$ cat src/rtl/ifid_pipe.sv
`timescale 1ns/1ps
`default_nettype none
// ============================================================================
// Module   : ifid_pipe
// Brief    : Instruction fetch/decode/issue stage with a RAW scoreboard that
//            stalls dependent instructions until the downstream write lands.
// Revision : 1.0
// ============================================================================
module ifid_pipe #(
    parameter  int DEPTH  = 64,
    parameter  int WB_LAT = 3,
    localparam int AW     = $clog2(DEPTH)
) (
    input  logic                 clk,
    input  logic                 rst_n,
    input  logic                 go_i,
    input  logic                 ld_en_i,
    input  logic [AW-1:0]        ld_addr_i,
    input  logic [31:0]          ld_data_i,
    output logic [2:0]           opcode_o,
    output logic [4:0]           rs1_o,
    output logic [4:0]           rs2_o,
    output logic [4:0]           rd_o,
    output logic signed [11:0]   imm_o,
    output logic                 start_o,
    output logic                 halted_o,
    output logic [AW-1:0]        pc_o
);

    localparam logic [2:0] OP_NOP  = 3'b000;
    localparam logic [2:0] OP_ADD  = 3'b001;
    localparam logic [2:0] OP_MUL  = 3'b010;
    localparam logic [2:0] OP_ADDI = 3'b011;
    localparam logic [2:0] OP_HALT = 3'b111;

    typedef enum logic [1:0] {
        S_IDLE = 2'd0,
        S_RUN  = 2'd1,
        S_HALT = 2'd2
    } state_e;

    state_e        state_q, state_d;
    logic [AW-1:0] pc_q, pc_d;
    logic [31:0]   ir_q, ir_d;
    logic          irv_q, irv_d;
    logic [2:0]    opcode_q, opcode_d;
    logic [4:0]    rs1_q, rs1_d, rs2_q, rs2_d, rd_q, rd_d;
    logic [11:0]   imm_q, imm_d;
    logic          start_q, start_d;
    logic [4:0]    sb_q [WB_LAT];
    logic [4:0]    sb_d [WB_LAT];

    logic [31:0]   imem [DEPTH];
    logic [31:0]   w_fetch;
    logic [2:0]    w_op;
    logic [4:0]    w_rs1, w_rs2, w_rd;
    logic [11:0]   w_imm;
    logic          w_legal, w_use_rs2, w_is_halt, w_hazard, w_stall;
    logic [4:0]    w_sb_in;
    logic          w_unused;

    // Loads are only honoured outside RUN so the program cannot change under the fetcher.
    always_ff @(posedge clk) begin
        if (ld_en_i && (state_q != S_RUN)) begin
            imem[ld_addr_i] <= ld_data_i;
        end
    end

    assign w_fetch   = imem[pc_q];
    assign w_op      = ir_q[2:0];
    assign w_rd      = ir_q[9:5];
    assign w_rs2     = ir_q[14:10];
    assign w_rs1     = ir_q[19:15];
    assign w_imm     = ir_q[31:20];
    assign w_unused  = ^ir_q[4:3];

    assign w_legal   = (w_op == OP_ADD) || (w_op == OP_MUL) || (w_op == OP_ADDI);
    assign w_use_rs2 = (w_op == OP_ADD) || (w_op == OP_MUL);
    assign w_is_halt = (w_op == OP_HALT);

    // A zero scoreboard slot never matches, which also makes r0 sources hazard-free.
    always_comb begin
        w_hazard = 1'b0;
        for (int i = 0; i < WB_LAT; i++) begin
            if ((sb_q[i] != 5'd0) && (sb_q[i] == w_rs1)) begin
                w_hazard = 1'b1;
            end
            if (w_use_rs2 && (sb_q[i] != 5'd0) && (sb_q[i] == w_rs2)) begin
                w_hazard = 1'b1;
            end
        end
    end

    assign w_stall = irv_q && w_legal && w_hazard;

    always_comb begin
        state_d  = state_q;
        pc_d     = pc_q;
        ir_d     = ir_q;
        irv_d    = irv_q;
        opcode_d = OP_NOP;
        rs1_d    = 5'd0;
        rs2_d    = 5'd0;
        rd_d     = 5'd0;
        imm_d    = 12'd0;
        start_d  = 1'b0;
        w_sb_in  = 5'd0;
        for (int i = 0; i < WB_LAT; i++) begin
            sb_d[i] = sb_q[i];
        end

        case (state_q)
            S_IDLE, S_HALT: begin
                if (go_i) begin
                    state_d = S_RUN;
                    pc_d    = '0;
                    irv_d   = 1'b0;
                end
            end
            S_RUN: begin
                if (irv_q && w_is_halt) begin
                    state_d = S_HALT;
                    irv_d   = 1'b0;
                end else if (!w_stall) begin
                    if (irv_q && w_legal) begin
                        opcode_d = w_op;
                        rs1_d    = w_rs1;
                        rs2_d    = w_rs2;
                        rd_d     = w_rd;
                        imm_d    = w_imm;
                        start_d  = 1'b1;
                        w_sb_in  = w_rd;
                    end
                    ir_d  = w_fetch;
                    irv_d = 1'b1;
                    pc_d  = pc_q + AW'(1);
                end
                sb_d[0] = w_sb_in;
                for (int i = 1; i < WB_LAT; i++) begin
                    sb_d[i] = sb_q[i-1];
                end
            end
            default: begin
                state_d = S_IDLE;
            end
        endcase
    end

    always_ff @(posedge clk or negedge rst_n) begin
        if (!rst_n) begin
            state_q  <= S_IDLE;
            pc_q     <= '0;
            ir_q     <= '0;
            irv_q    <= 1'b0;
            opcode_q <= OP_NOP;
            rs1_q    <= 5'd0;
            rs2_q    <= 5'd0;
            rd_q     <= 5'd0;
            imm_q    <= 12'd0;
            start_q  <= 1'b0;
            for (int i = 0; i < WB_LAT; i++) begin
                sb_q[i] <= 5'd0;
            end
        end else begin
            state_q  <= state_d;
            pc_q     <= pc_d;
            ir_q     <= ir_d;
            irv_q    <= irv_d;
            opcode_q <= opcode_d;
            rs1_q    <= rs1_d;
            rs2_q    <= rs2_d;
            rd_q     <= rd_d;
            imm_q    <= imm_d;
            start_q  <= start_d;
            for (int i = 0; i < WB_LAT; i++) begin
                sb_q[i] <= sb_d[i];
            end
        end
    end

    assign opcode_o = opcode_q;
    assign rs1_o    = rs1_q;
    assign rs2_o    = rs2_q;
    assign rd_o     = rd_q;
    assign imm_o    = imm_q;
    assign start_o  = start_q;
    assign halted_o = (state_q == S_HALT);
    assign pc_o     = pc_q;

endmodule
`default_nettype wire

$ cat config.mk
export PLATFORM = sky130hd
export DESIGN_NAME = ifid_pipe
export DESIGN_NICKNAME = d
export VERILOG_FILES = /design/src/rtl/ifid_pipe.sv
export SDC_FILE = /design/constraint.sdc
export NUM_CORES = 2
export LEC_CHECK = 0
export CORE_MARGIN = 4
export CORE_UTILIZATION = 36
export CTS_CLUSTER_SIZE = 8
export DETAILED_ROUTE_END_ITERATION = 8
export GPL_ROUTABILITY_DRIVEN = 0
export PLACE_DENSITY_LB_ADDON = 0.3
export REMOVE_ABC_BUFFERS = 1
export SLEW_MARGIN = 25
export SYNTH_ARGS = -nofsm -noshare
export SYNTH_HDL_FRONTEND = slang
export SYNTH_SLANG_ARGS = --single-unit
$ cat constraint.sdc
create_clock -name clk -period 6.8 [get_ports clk]
set_input_delay 1.36 -clock clk [delete_from_list [all_inputs] [get_ports clk]]
set_output_delay 1.36 -clock clk [all_outputs]
set_load 0.02 [all_outputs]
## After elaboration in Yosys (flattened, before gate mapping)

Memories as Yosys holds them, arrays and structs flattened. A register that Yosys moved wholly into a read port is not among the register bits.
Index checks and enable logic that the tools add are counted.

| word-level totals | value |
|---|---|
| flip-flop bits (word level) | 55 |
| bits in writable memories | 2048 |
| output and inout port bits | 38 |
| word-level logic and storage cells | 103 |
| memories kept | 1 |

| cells by class | value |
|---|---|
| $add $sub $neg | 1 |
| equality and inequality tests | 18 |
| muxes and demuxes | 43 |
| bitwise operators | 2 |
| reductions and logical operators | 26 |

Memory list:

| name | depth | width | read ports | clocked after memory_dff | wr ports | line | RTL |
|---|---|---|---|---|---|---|---|
| imem | 64 | 32 | 1 | 1 | 1 | 53 | `logic [31:0] imem [DEPTH];` |

Operators with widths:

| operator | count |
|---|---|
| $mux W5 | 12 |
| $mux W12 | 4 |
| $eq A5 B5 Y1 | 6 |
| $mux W6 | 3 |
| $mux W1 | 15 |
| $reduce_bool A5 Y1 | 3 |
| $logic_and A1 B1 Y1 | 13 |
| $mux W3 | 4 |
| $pmux W6 S2 | 1 |
| $ne A2 B2 Y1 const B | 4 |
| $add A6 B1 Y6 const B | 1 |
| $eq A3 B2 Y1 const B | 2 |
| $reduce_and A3 Y1 | 2 |
| $mux W2 | 2 |
| $pmux W2 S2 | 1 |
| $reduce_and A4 Y1 | 1 |
| $eq A3 B1 Y1 const B | 1 |
| $eq A3 B3 Y1 const B | 1 |
| $ne A3 B3 Y1 const B | 1 |
| $eq A2 B1 Y1 const B | 1 |
| $eq A2 B2 Y1 const B | 1 |
| $logic_not A2 Y1 | 1 |
| $logic_or A1 B1 Y1 | 2 |
| $ne A2 B1 Y1 const B | 1 |
| 6 further kinds | 7 |

## Depth between registers and ports, before layout

| logic depth | value |
|---|---|
| word-level depth | 13 |
| mapped depth | 10 |

## Worst setup path after synthesis

OpenSTA, ideal clock, no wires.

| path | value |
|---|---|
| path kind | input -> register |
| start | input port ld_addr_i[5] |
| end | memory imem[38][0] (enable) |
| setup time | 0.417 ns |
| arrival | 3.477 ns |
| required time | 6.383 ns |
| path slack | 2.906 ns |
| stages | 4 |
| cell sequence | clkbuf_1 or3b_2 clkbuf_1 nor2_1 |

RTL lines:

| element | line | RTL |
|---|---|---|
| from (decl) | 18 | `input logic [AW-1:0] ld_addr_i,` |
| to (decl) | 53 |  |

No word-level cell before the write port.

## Worst setup path in the final report

| path | value |
|---|---|
| start | register pc_q[1] (netlist: pc_o[1]) |
| end | output port pc_o[1] |

RTL lines:

| element | line | RTL |
|---|---|---|
| from (decl) | 43 | `logic [AW-1:0] pc_q, pc_d;` |
| from (signal assigned) | 166 | `pc_q <= pc_d;` |
| to (decl) | 27 | `output logic [AW-1:0] pc_o` |

No word-level cell between the ends.

==> impl_metrics.py <==
metrics = {
    "outcome": {
        "status": "completed",
    },
    "layout": {
        "final_util": 0.427,
        "layout.nets": 3932,
        "instances_no_fill": 6799,
        "fin_area_sq_um": 89700,
        "drive_gt1_frac": 0.250,
        "area_growth_pct": 17.8,
        "fillerInstances": 17900,
    },
    "floorplan": {
        "core-area_sq_um": 210000,
        "start_util": 0.363,
        "rows": 168,
        "die-area_sq_um": 219000,
        "die_h_um": 468,
        "ios": 80,
        "fp.dieW_um": 468,
    },
    "detailed_routing": {
        "antenna_left": 0,
        "dr.pass1.iters": 5,
        "vias": 37700,
        "drc": 0,
        "drt_iter0_drc": 4227,
        "viasPerCell": 5.54,
        "post_drt_wl_per_cell_um": 29.8,
        "drt_wl_total_um": 202000,
    },
    "clock_tree": {
        "hold_buffers": 0,
        "ctsHtreeMaxLevel": 5,
        "max-clock-path-buffers": 4,
        "cts_tree": "yes",
        "path_clk_slew_ns": 0.05,
        "postCtsSetupBuffers": 0,
        "cts_buffers": 301,
        "clock-root-buffer": "clkbuf_16",
        "clock_latency_ns": 0.92,
        "cts_resized": 0,
        "cts.sinks": 2005,
    },
    "worst_setup_path": {
        "path_cells": "buf_12 > clkdlybuf4s50_1",
        "path_max_fanout": 86,
        "slowest_stage": "dfrtp_4",
        "crit_path_start_kind": "flip-flop",
        "criticalPathCategory": "flip-flop to primary output",
        "cp_data_required_time_ns": 5.44,
        "worstSetupEndpointType": "primary output",
        "max_stage_delay_ns": 0.80,
        "crit_arrival_ns": 3.11,
        "reg2regPathDepth": 7,
    },
    "run": {
        "drv_cap": 0,
    },
    "sta": {
        "fmax_mhz": 223,
        "hold_viol": 0,
        "setup_viol": 0,
        "finClkSkew_ns": 0.0937,
        "worstMarginPinSlew_ns": 1.06,
        "period_needed_ns": 4.47,
        "slew_violations": 0,
        "rsz0062_at_grt": "false",
        "slew_headroom": 0.292,
        "finalCritPeriodShare": 0.658,
    },
    "logic_synthesis": {
        "synth-edff-count": 1920,
        "async_reset_ff_frac": 0.0424,
        "synthMuxAreaShare": 0.146,
        "syn_area_sq_um": 76200,
        "ys_ff_latch": 2005,
        "yosysWarnings": 0,
        "synth-compound-area-share": 0.0384,
        "synth_top_family_by_area": "multiplexers",
        "synthFlopType": "edfxtp_1",
        "synth_fa_ha_area_frac": 0.000164,
        "synth_top_cell_area_share": 0.757,
        "synthSimpleGateAreaFrac": 0.0153,
        "synth_common_cells": "edfxtp_1, mux4_2, mux2i_1, a22oi_1, a21oi_1",
        "ys_seq_area_frac": 0.785,
        "yosysTopAreaCell": "edfxtp_1",
        "ys_types": 41,
        "yosysMostFrequentCell": "edfxtp_1",
        "syn-mean-instance-area_sq_um": 21.4,
        "postSynthCellCount": 3559,
        "synthXorXnorAreaFrac": 0.00356,
        "ys_top_cells_by_area": "edfxtp_1, mux4_2, dfrtp_1",
    },
    "placement": {
        "dp_hpwl_um": 113000,
        "dpl_cell_area_sq_um": 81500,
        "place_inst": 6386,
        "portBuffers": 77,
    },
    "worst_hold_path": {
        "holdPathStages": 2,
        "hold_class": "flip-flop to flip-flop",
    },
    "global_routing": {
        "grt_max_degree": 87,
        "grt_pass1_wl_um": 289000,
        "overflow": 0,
        "grt.total_usage": 0.185,
        "grt_pass1_vias": 38900,
        "antenna_found_initial": 13,
    },
    "pwr": {
        "p_per_area_nw_per_um2": 396,
        "power_leakage_nw": 28.3,
        "vdd_drop_max_mv": 0.262,
    },
}
[cells in the final DEF (no fill, tap or decap), types with 8 or more instances in the layout]
cell	n
a21oi_1	140
a22oi_1	160
and2_1	29
buf_12	14
buf_16	14
buf_2	30
buf_4	126
clkbuf_1	83
clkbuf_16	309
clkdlybuf4s50_1	46
dfrtp_1	81
diode_2	8
edfxtp_1	1920
mux2_2	10
mux2i_1	201
mux4_2	400
nand2_1	52
nand3_1	10
nor2_1	27
nor2_4	65
nor3_1	24
nor4_1	10
o21ai_0	11
o22ai_1	83
o31ai_1	44
xnor2_1	30
[layer usage]
layer	wire length, um	vias to the layer above	GRT usage
li1	-	15500	-
met4	8450	0	0.0772
met3	14700	377	0.0352
met2	98000	1460	0.298
met5	0	-	0
met1	81300	20300	0.247
[final timing paths]
| kind | from | end | slack, ns |
|---|---|---|---|
| setup reg to reg | pc_o[0] | ir_q[13] | 3.02 |
| max in group asynchronous | rst_n | rs1_o[0] | 5.15 |
| setup / recovery | pc_o[1] | pc_o[1] | 2.33 |
| hold / removal | ir_q[28] | ir_q[28] | 0.46 |
| min in group asynchronous | rst_n | rs2_o[1] | 0.49 |
| hold reg to reg | ir_q[28] | ir_q[28] | 0.46 |
[stage by stage]
step | hold slack [ns] | total power, mW | TNS [ns] | worst slack (ns)
2_1_floorplan | 0.440 | 20.2 | -562.90 | -15.30
3_3_place_gp | 0.452 | 22.8 | 0 | 2.09
3_5_place_dp | 0.458 | 22.9 | 0 | 2.09
4_1_cts | 0.441 | 35.9 | 0 | 2.08
5_1_grt | 0.506 | 37.0 | 0 | 2.24
6_report | 0.464 | 35.6 | 0 | 2.33
[area by class of cell]
cell class | count | area (sq um) | area share
multi-input cells | 1344 | 16000 | 0.179
well taps | 2805 | 3510 | 0.0391
diodes | 8 | 20.0 | 0.000223
repair buffers | 232 | 2250 | 0.0251
flip-flops and latches | 2005 | 59800 | 0.666
inverters | 5 | 18.8 | 0.000209
clock inverters | 8 | 52.6 | 0.000586
clock buffers | 392 | 8040 | 0.0896
[flip-flops by register name, summed over array words and instances, names as in the netlist]
| register | count |
|---|---|
| ir_q | 30 |
| start_o | 1 |
| irv_q | 1 |
| rs2_o | 5 |
| sb_q | 15 |
| rd_o | 5 |
| opcode_o | 3 |
| imem | 1920 |
| rs1_o | 5 |
| state_q | 2 |
| pc_o | 6 |
| imm_o | 12 |
[cells by family (layout without fill, tap and decap cells)]
kind of cell,count (synthesis),after routing
mux,611,611
simple gates,248,248
flops,2005,2005
fa+ha+maj,1,1
compound gates,452,452
other cells,1,9
xor+xnor,31,31
buf+inv,210,637
[report_power, final]
group	total, mW	leakage [nW]	internal, mW	switching, mW
Clock	13.0	3.93	8.09	4.90
Sequential	14.2	18.4	13.8	0.385
Combinational	8.36	5.99	3.57	4.79
[critical path, delay by kind of cell (launching register included)]
family	cells	cell delay (ns)
buf+inv	2	1.17
flops	1	0.80
Note: power is estimated with default switching activity, not from simulation.
